## config.mk

```make
export PLATFORM = sky130hd
export DESIGN_NAME = seg7_scan_decoder
export DESIGN_NICKNAME = d
export VERILOG_FILES = /design/src/rtl/seg7_scan_decoder.sv
export SDC_FILE = /design/constraint.sdc
export NUM_CORES = 1
export LEC_CHECK = 0
export CORE_UTILIZATION = 55
export CTS_BUF_LIST = sky130_fd_sc_hd__clkbuf_8 sky130_fd_sc_hd__clkbuf_16
export CTS_CLUSTER_SIZE = 14
export DETAILED_ROUTE_END_ITERATION = 10
export PLACE_DENSITY = 0.81
export SLEW_MARGIN = 10
export SYNTH_ARGS = -nofsm -noshare
export SYNTH_HDL_FRONTEND = slang
export SYNTH_SLANG_ARGS = --single-unit
```

## constraint.sdc

```tcl
create_clock -name clk -period 4.25 [get_ports clk]
set_input_delay 0.425 -clock clk [delete_from_list [all_inputs] [get_ports clk]]
set_output_delay 0.425 -clock clk [all_outputs]
set_load 0.1 [all_outputs]
```

## src/rtl/seg7_scan_decoder.sv

```systemverilog
// Receive side of a multiplexed 4-digit seven-segment display.
// It samples the anode and segment lines and rebuilds the four hex characters being shown.
module seg7_scan_decoder #(
   parameter int MIN_HOLD = 16,
   parameter int TIMEOUT  = 65536,
   parameter int CNT_W    = 17
) (
   input  logic       clk,
   input  logic       reset,
   input  logic       an3,
   input  logic       an2,
   input  logic       an1,
   input  logic       an0,
   input  logic       a,
   input  logic       b,
   input  logic       c,
   input  logic       d,
   input  logic       e,
   input  logic       f,
   input  logic       g,
   output logic [3:0] char3,
   output logic [3:0] char2,
   output logic [3:0] char1,
   output logic [3:0] char0,
   output logic [3:0] char_valid,
   output logic       frame_done,
   output logic       err_multi,
   output logic       err_seg
);

   typedef enum logic [0:0] {IDLE = 1'b0, SCAN = 1'b1} state_t;

   // Both fire thresholds sit one below the visible count because the output register adds a cycle.
   localparam logic [CNT_W-1:0] HOLD_FIRE = CNT_W'(MIN_HOLD - 2);
   localparam logic [CNT_W-1:0] TO_FIRE   = CNT_W'(TIMEOUT - 2);
   localparam logic [CNT_W-1:0] CNT_MAX   = {CNT_W{1'b1}};
   localparam logic [CNT_W-1:0] CNT_ONE   = CNT_W'(1);

   // Returns {legal, value}; the segment pattern is active low, ordered g..a.
   function automatic logic [4:0] glyph_decode(input logic [6:0] seg);
      logic [4:0] res;
      case (seg)
         7'b1000000: res = 5'b1_0000;
         7'b1111001: res = 5'b1_0001;
         7'b0100100: res = 5'b1_0010;
         7'b0110000: res = 5'b1_0011;
         7'b0011001: res = 5'b1_0100;
         7'b0010010: res = 5'b1_0101;
         7'b0000010: res = 5'b1_0110;
         7'b1111000: res = 5'b1_0111;
         7'b0000000: res = 5'b1_1000;
         7'b0010000: res = 5'b1_1001;
         7'b0001000: res = 5'b1_1010;
         7'b0000011: res = 5'b1_1011;
         7'b1000110: res = 5'b1_1100;
         7'b0100001: res = 5'b1_1101;
         7'b0000110: res = 5'b1_1110;
         7'b0001110: res = 5'b1_1111;
         default:    res = 5'b0_0000;
      endcase
      return res;
   endfunction

   logic [10:0]      tuple_r, prev_r;
   logic [CNT_W-1:0] hold_r, to_r;
   state_t           state_r;
   logic [3:0]       seen_r, valid_r;
   logic [3:0]       char_r [4];
   logic             frame_r, multi_r, segerr_r;

   logic             changed_s, capture_s, single_s, multi_s, blank_s;
   logic [3:0]       low_s, seen_next_s;
   logic [1:0]       idx_s;
   logic [4:0]       glyph_s;

   // Capture qualification and digit decode of the registered tuple.
   always_comb begin
      low_s       = ~tuple_r[10:7];
      changed_s   = (tuple_r != prev_r);
      capture_s   = !changed_s && (hold_r == HOLD_FIRE);
      single_s    = $onehot(low_s);
      multi_s     = (low_s != 4'b0000) && !single_s;
      glyph_s     = glyph_decode(tuple_r[6:0]);
      blank_s     = (tuple_r[6:0] == 7'b1111111);
      seen_next_s = seen_r | low_s;
      case (low_s)
         4'b0001: idx_s = 2'd0;
         4'b0010: idx_s = 2'd1;
         4'b0100: idx_s = 2'd2;
         4'b1000: idx_s = 2'd3;
         default: idx_s = 2'd0;
      endcase
   end

   // Input sampling and the dwell (hold) counter.
   always_ff @(posedge clk) begin
      if (reset) begin
         tuple_r <= 11'd0;
         prev_r  <= 11'd0;
         hold_r  <= '0;
      end else begin
         tuple_r <= {an3, an2, an1, an0, g, f, e, d, c, b, a};
         prev_r  <= tuple_r;
         if (changed_s) begin
            hold_r <= '0;
         end else if (hold_r != CNT_MAX) begin
            hold_r <= hold_r + CNT_ONE;
         end else begin
            hold_r <= hold_r;
         end
      end
   end

   // Scan FSM: character update, frame tracking, timeout and error pulses.
   always_ff @(posedge clk) begin
      if (reset) begin
         state_r  <= IDLE;
         to_r     <= '0;
         seen_r   <= 4'b0000;
         valid_r  <= 4'b0000;
         frame_r  <= 1'b0;
         multi_r  <= 1'b0;
         segerr_r <= 1'b0;
         for (int i = 0; i < 4; i++) char_r[i] <= 4'h0;
      end else begin
         frame_r  <= 1'b0;
         multi_r  <= 1'b0;
         segerr_r <= 1'b0;
         if (capture_s && single_s) begin
            state_r <= SCAN;
            to_r    <= '0;
            if (glyph_s[4]) begin
               char_r[idx_s]  <= glyph_s[3:0];
               valid_r[idx_s] <= 1'b1;
            end else begin
               valid_r[idx_s] <= 1'b0;
               segerr_r       <= !blank_s;
            end
            if (seen_next_s == 4'b1111) begin
               frame_r <= 1'b1;
               seen_r  <= 4'b0000;
            end else begin
               seen_r  <= seen_next_s;
            end
         end else begin
            multi_r <= capture_s && multi_s;
            if (state_r == SCAN) begin
               if (to_r == TO_FIRE) begin
                  valid_r <= 4'b0000;
                  seen_r  <= 4'b0000;
                  state_r <= IDLE;
                  to_r    <= '0;
               end else if (to_r != CNT_MAX) begin
                  to_r <= to_r + CNT_ONE;
               end else begin
                  to_r <= to_r;
               end
            end else begin
               to_r <= '0;
            end
         end
      end
   end

   assign char0      = char_r[0];
   assign char1      = char_r[1];
   assign char2      = char_r[2];
   assign char3      = char_r[3];
   assign char_valid = valid_r;
   assign frame_done = frame_r;
   assign err_multi  = multi_r;
   assign err_seg    = segerr_r;

endmodule

```

# Word level (Yosys, flattened, before mapping)
# Memory sizes are Yosys's and may differ from the RTL's.
# Index checks and enable logic that the tools add are counted.
[word_totals]
ff_bits = 68
ramBits = 16
mem_count = 1
wordCells = 93
[mem_list]
columns = ["name", "words", "word_bits", "read_ports", "rd_ports_with_merged_regs", "write_ports", "line_no", "source"]
rows = [
  ["char_r", 4, 4, 4, 0, 4, "68", "logic [3:0] char_r [4];"],
]
[op_classes]
n_addsub = 5
n_bitwise = 7
eq_ne = 26
order_cmp = 2
n_mux = 23
n_reduce_logical = 19
[ops]
columns = ["cell", "n"]
rows = [
  ["$pmux 5 s16", 1],
  ["$eq 7x7->1 const B", 5],
  ["$add 17x1->17 const B", 2],
  ["$ne 17x17->1 const B", 2],
  ["$mux 4", 7],
  ["$eq 7x5->1 const B", 3],
  ["$eq 7x6->1 const B", 3],
  ["$eq 17x16->1 const B", 1],
  ["$eq 17x4->1 const B", 1],
  ["$eq 7x2->1 const B", 2],
  ["$eq 7x4->1 const B", 2],
  ["$mux 1", 12],
  ["$ne 11x11->1", 1],
  ["$eq 4x4->1 const B", 2],
  ["$not 4->4", 2],
  ["$or 4x4->4", 2],
  ["$reduce_or 4->1", 2],
  ["$eq 7x3->1 const B", 1],
  ["$logic_not 7->1", 1],
  ["$pmux 2 s3", 1],
  ["$reduce_or 2->1", 3],
  ["$logic_and 1x1->1", 5],
  ["$add 1x1->2", 2],
  ["$and 4x4->4", 1],
  ["other kinds (14)", 18],
]

# Logic depth before layout (Yosys ltp)
# Gate-level depths: netlist of the first run.
[logic_depth]
depth_word = 11
ltp_mapped = 11
depth_no_buf = 10

# Worst setup path after synthesis of the first run
# OpenSTA, ideal clock, no wires.
[synth_timing]
path_kind = "register -> register"
startpoint = "register tuple_r[7]"
endpoint = "memory char_r[3][0] (enable)"
t_arrival_ps = 2664
path_stages_with_launch = 11
synth_period_minus_slack_ps = 3026
slack_ps = 1224
cell_sequence = "dfxtp_1 -> fa_1 -> inv_1 -> ha_1 -> ha_1 -> nor3b_1 -> nand4_1 -> nor4_4 -> buf_6 -> nand2_1 -> o21ai_0"
[synth_lines]
columns = ["element", "line_no", "source"]
rows = [
  ["start, declared", "64", "logic [10:0] tuple_r, prev_r;"],
  ["start signal, assigned", "102", "tuple_r <= {an3, an2, an1, an0, g, f, e, d, c, b, a};"],
  ["end, declared", "68", ""],
]

==> run metrics, run 1 <==
slew margin rel. 34.56%; Die W 88.28 um; clock latency on the worst-skew pair 0.35 ns; Pre-antenna DRT Iters 5; worst slew pin tran 0.9786 ns; most common cell after layout, fill and taps aside dfxtp_1; Top FF cell, synth dfxtp_1; CTS tree built; most frequent cells in the layout 68 x dfxtp_1, 61 x nor2_1, 35 x clkdlybuf4s50_1; critical path required time 4.23 ns; routed wire length 7873 um; area delta synth->final 14.33%; Initial Utilization 56.75%; number of global-route vias before repair 2,877; critical path's slowest cell fa_1; CORE AREA 7214 sq um; crit-path max cell delay 0.56 ns; post-synthesis sequential area ratio 44.99%; placed inst area 4438 sq um; peak supply drop 0.2550 mV; first-pass GRT wire length 13,210 um; Tmin final 3.342 ns; Final setup viols 0; WL/cell 14.13 um; MaxCap Viol Count 0; initial antenna violation count 0; synth top area cells dfxtp_1 33%, edfxtp_1 12%, nor2_1 5.6%, xor2_1 4.9%, nor2b_1 3.8%; overall die height 88.28 um; Total GRT Usage 21.95%; Final Util 64.88%; Synth Area in Compound Gates 5.715%; status finished, final reports clean; CP Capture Type flip-flop; cts bufs inserted 9; Hold Crit Class flip-flop to flip-flop; clk sinks 84; post-synth top area share 33.25%; layout cells sized above 1 8.515%; synth warn 0; fmax 0.2992 GHz; Pwr per Cell Area 359.2 nW/um^2; Seq cells post-synth 84; WP buf/inv 2; die area 7792 sq um; synth unique cells 57; Root Buffer clkbuf_8; Iter 0 DRT Violations 226; Final ANT Viol Nets 0; Mapped Area 4094 sq um; Final #Nets 477; mean cell area of the mapped netlist 9.588 sq um; Post-Syn Nets 451; Crit Path Category flip-flop to flip-flop; largest net degree at the start of global routing 36; Crit path top cell by count ha_1; CP cell instances fa_1 > inv_1 > ha_1 > ha_1 > nor3b_1 > nand4_1 > nor4_4 > buf_4 > nand2_1 > o21ai_0; setup TNS 0 ns; final hold vios 0; I/O Pins 36; DP HPWL 5405 um; via count 3,130; cts hold-fix bufs 0; DRC viols 0; Filler Cell Count 610; Yosys top cell by area dfxtp_1; Reg clk slew, reported paths 0.08 ns; largest family of logic cells by synthesized area simple AND/OR/NAND/NOR gates; Post-CTS Setup Repair Bufs 0; Worst setup SP type flip-flop; number of flops mapped to enable cells by yosys 16; total leakage power 0.001636 uW; gr ovfl total 0; Via density 5.619; crit share post-route 78.64%; adder and majority cell fraction of the synthesized area 3.545%; Worst Path Max Fanout 26; Synth Instances 427; Async SR Flop Fraction 0%; Layout Skew 0.009840 ns; Top delay family on crit path adder cells; Final Cell Area 4681 sq um; cts repair resizes 0; xor and xnor area share after synthesis 8.741%; port bufs 35; # rows 31; Data arrival, critical path 3.33 ns; ant diodes 0; multiplexer share of the synthesized area 0.7335%; Final GP Congestion 0.8679; Max Slew Vio Count 0; RSZ-0062 raised after global routing false; H-tree Lvls 3; post-synthesis simple-gate area fraction 31.45%; Max Root-Sink Buffers 2
==> worst paths after layout <==
kind                    startpoint                      to  slack (ns)  depth (start not counted)
max reg2reg  tuple_r[7]$_SDFF_PP0_  char_r[3][1]$_DFFE_PP_        0.91                         10
min          to_r[15]$_SDFFE_PP0P_   to_r[15]$_SDFFE_PP0P_        0.50                          2
min reg2reg  to_r[15]$_SDFFE_PP0P_   to_r[15]$_SDFFE_PP0P_        0.50                          2
max          tuple_r[7]$_SDFF_PP0_  char_r[3][1]$_DFFE_PP_        0.91                         10
==> per-layer routing <==
layer  track usage (%)  part of all wire (%)
met5                 0                     0
met1             28.41                    45
met2             36.22                    49
met3             5.317                   4.8
met4             7.185                  0.97
==> state kept, by name, indices dropped and copies added, names as in the netlist <==
register	count
char_r	16
char_valid	4
err_multi	1
err_seg	1
frame_done	1
hold_r	17
prev_r	11
seen_r	4
state_r	1
to_r	17
tuple_r	11
==> area by class of cell <==
class	count	area, sq um	area share [%]
clock buffers	11	162.7	3.475
clock inverters	5	80.08	1.711
inverters	14	52.55	1.123
multi-input cells	307	2054	43.89
flip-flops and latches	84	1842	39.35
well taps	99	123.9	2.646
repair buffers	37	365.4	7.805
==> where the power goes <==
group | internal, uW | switching, uW
clock | 383 | 280
combinational | 58.5 | 109
sequential | 827 | 24.4
total | 1270 | 413
==> per-stage QoR <==
step | setup slack, ns | hold WS (ns) | instances | total power (uW)
after detailed placement | 0.9589 | 0.4885 | 541 | 1037
after CTS | 0.9414 | 0.5018 | 557 | 1694
after floorplan | 1.224 | 0.4557 | 427 | 996.2
after global placement | 1.137 | 0.4778 | 541 | 1033
after global routing | 0.6844 | 0.5284 | 557 | 1743
final | 0.9079 | 0.5013 | 557 | 1682
==> worst min-delay path: cells and delay by family (launching register included) <==
family / cells / cell delay, ns
flip-flops: 1 / 0.33
AO/OA/AOI/OAI: 2 / 0.13
==> cell usage after synthesis, types with 2 or more instances <==
master	n
edfxtp_1	16
nand4_1	19
buf_6	4
buf_8	2
o21ai_0	5
xor2_1	23
ha_1	10
nand4b_1	3
nor4_4	2
and3_1	7
a21oi_1	8
dfxtp_1	68
nor3_1	7
or4b_2	7
and2_1	2
nor3b_1	6
nand3b_1	3
or4b_1	3
or3_1	4
o211ai_1	8
nand2_1	22
nand3_1	24
mux2i_1	3
nor2b_1	25
and3b_1	2
buf_2	8
clkbuf_1	7
xnor2_1	16
nor4_2	2
o31ai_1	5
inv_1	14
nor2_1	61
nand2b_1	3
nor4_1	4
a31oi_1	2
==> cell families (layout without fill, tap and decap cells) <==
logic type / after synthesis / in the layout
DFF: 84 / 84
muxes: 3 / 3
and+or+nand+nor: 218 / 218
adders and majority gates: 11 / 11
AOI/OAI and AO/OA: 35 / 35
xor gates and xnor gates: 40 / 40
buffers and inverters: 36 / 67
No activity file was read; power rests on OpenSTA's default activity.
==> inputs of run 2 (changes only) <==
- CORE_UTILIZATION: 55 -> 52
- PLACE_DENSITY: 0.81 -> 0.8
- clock period: 4.25 -> 2.7 ns (I/O delays scaled with it)
==> run 2 against run 1 <==
Clock power is 26% higher. Non-clock buffer count is 22 higher. Final cell count rose by 3.9%. Clock skew rose by 0.0022 ns. Via count rose by 2.5%. Critical path depth up 1. Register-to-register slack worse by 0.89 ns. Flip-flop and latch count stayed put. Sequential power is 56% higher. Global-route usage decreased by 1.2 points. Sequential share of layout area decreased by 1.0 points.
==> run metrics, run 2 (synthesized netlist as in run 1, its figures left out) <==
Via density 5.539 (was 5.619); DRC viols 0 (unchanged); Pre-antenna DRT Iters 4 (was 5); largest net degree at the start of global routing 36 (unchanged); ant diodes 0 (unchanged); area delta synth->final 17.70% (was 14.33%); layout cells sized above 1 18.96% (was 8.515%); worst slew pin tran 0.6370 ns (was 0.9786 ns); Finished Layout Cells 579 (was 557); H-tree Lvls 3 (unchanged); Crit path top cell by count ha_4 (was ha_1); Initial Utilization 54.97% (was 56.75%); cts bufs inserted 9 (unchanged); Final #Nets 499 (was 477); Root Buffer clkbuf_8 (unchanged); Die W 90.73 um (was 88.28 um); Worst setup SP type flip-flop (unchanged); most frequent cells in the layout 66 x dfxtp_1, 61 x nor2_1, 44 x buf_4 (was 68 x dfxtp_1, 61 x nor2_1, 35 x clkdlybuf4s50_1); Max Root-Sink Buffers 2 (unchanged); fmax 0.3733 GHz (was 0.2992 GHz); clk sinks 84 (unchanged); port bufs 35 (unchanged); Clk pwr share 33.9% (was 39.4%); Data arrival, critical path 2.96 ns (was 3.33 ns); Iter 0 DRT Violations 141 (was 226); Top delay family on crit path adder cells (unchanged); MaxCap Viol Count 0 (unchanged); Worst Path Max Fanout 12 (was 26); sw power 668.6 uW (was 412.8 uW); Seq pwr share 53.8% (was 50.6%); routed wire length 8065 um (was 7873 um); Filler Cell Count 625 (was 610); crit share post-route 99.23% (was 78.64%); I/O Pins 36 (unchanged); overall die height 90.73 um (was 88.28 um); crit-path max cell delay 0.63 ns (was 0.56 ns); DP HPWL 5688 um (was 5405 um); Final setup viols 0 (unchanged); peak supply drop 0.3450 mV (was 0.2550 mV); gr ovfl total 0 (unchanged); Design Power 2470 uW (was 1682 uW); Layout Skew 0.01202 ns (was 0.009840 ns); WP buf/inv 3 (was 2); Pwr per Cell Area 512.6 nW/um^2 (was 359.2 nW/um^2); final hold vios 0 (unchanged); Comb power frac 12.4% (was 10.0%); Largest regs hold_r (17), to_r (17), char_r (16) (unchanged); dpl ws -0.04148 ns (was 0.9589 ns); CTS tree built (unchanged); Final GP Congestion 0.8130 (was 0.8679); total leakage power 0.001800 uW (was 0.001636 uW); Hold Crit Class input port to flip-flop (was flip-flop to flip-flop); clock latency on the worst-skew pair 0.36 ns (was 0.35 ns); Final Util 64.70% (was 64.88%); cts hold-fix bufs 0 (unchanged); WHS 0.4616 ns (was 0.5013 ns); Final ANT Viol Nets 0 (unchanged); number of global-route vias before repair 3,054 (was 2,877); RSZ-0062 raised after global routing true (was false); Max Slew Vio Count 0 (unchanged); setup ws final 0.02083 ns (was 0.9079 ns); most common cell after layout, fill and taps aside dfxtp_1 (unchanged); status finished, final reports clean (unchanged); CORE AREA 7447 sq um (was 7214 sq um); Reg clk slew, reported paths 0.09 ns (was 0.08 ns); Inst Count DP 560 (was 541); CP Capture Type flip-flop (unchanged); CP cell instances fa_1 > inv_1 > ha_4 > ha_4 > nor3b_2 > nand4_1 > nor4_4 > buf_4 > buf_6 > or4b_2 > o211ai_1 (was fa_1 > inv_1 > ha_1 > ha_1 > nor3b_1 > nand4_1 > nor4_4 > buf_4 > nand2_1 > o21ai_0); critical path required time 2.98 ns (was 4.23 ns); internal power 1801 uW (was 1269 uW); Tmin final 2.679 ns (was 3.342 ns); WL/cell 13.93 um (was 14.13 um); die area 8232 sq um (was 7792 sq um); critical path's slowest cell or4b_2 (was fa_1); first-pass GRT wire length 13,780 um (was 13,210 um); R2R Setup Slk 0.02 ns (was 0.91 ns); initial antenna violation count 0 (unchanged); Total GRT Usage 20.74% (was 21.95%); Crit Path Category flip-flop to flip-flop (unchanged); slew margin rel. 57.22% (was 34.56%); via count 3,207 (was 3,130); switching part of the total 27.07% (was 24.55%); # rows 31 (unchanged)
==> run 2: cell type report <==
class,count,area [sq um],area share [%]
multi-input cells,307,2121,44.01
inverters,14,52.55,1.091
repair buffers,59,486.7,10.10
flip-flops and latches,84,1847,38.33
well taps,99,123.9,2.571
clock buffers,10,148.9,3.090
clock inverters,6,38.79,0.8050
==> run 2: power by group through the flow <==
stage	combinational (uW)	clock, uW	sequential [uW]
after CTS	299	865	1330
after detailed placement	298	0	1360
after floorplan	139	0	1440
final	305	836	1330
after global placement	292	0	1360
after global routing	327	911	1330
==> run 2: timing repair <==
action	4_1_cts	5_1_grt
resized for setup	1	6
pin swaps	0	6
setup buffers	0	2
gates cloned	0	1
setup endpoints to repair	4	29
==> run 2: layer usage <==
layer | share of wire [%] | track usage [%]
met2 | 49 | 34.85
met4 | 2.3 | 10.22
met5 | 0 | 0
met3 | 5.6 | 5.303
met1 | 43 | 24.48
==> run 2: worst paths after layout <==
check,from,to,depth (start not counted)
worst max-delay path,tuple_r[10]$_SDFF_PP0_,char_valid[0]$_SDFFE_PP0P_,11
worst min-delay path,an0,tuple_r[7]$_SDFF_PP0_,2
worst max register to register,tuple_r[10]$_SDFF_PP0_,char_valid[0]$_SDFFE_PP0P_,11
worst min register to register,to_r[15]$_SDFFE_PP0P_,to_r[15]$_SDFFE_PP0P_,2
==> run 2: worst reg2reg max path: stages (launching register included) <==
cell	delay (ns)
dfxtp_2	0.33
fa_1	0.53
inv_1	0.06
ha_4	0.16
ha_4	0.27
nor3b_2	0.05
nand4_1	0.12
nor4_4	0.05
buf_4	0.17
buf_6	0.14
or4b_2	0.63
o211ai_1	0.10
==> run 2: per-stage QoR <==
step	instance area [sq um]	setup TNS, ns
CTS	4770	0
global placement	4578	0
finish	4818	0
global route	4818	-0.2287
floorplan	4136	0
detailed placement	4578	-0.1403
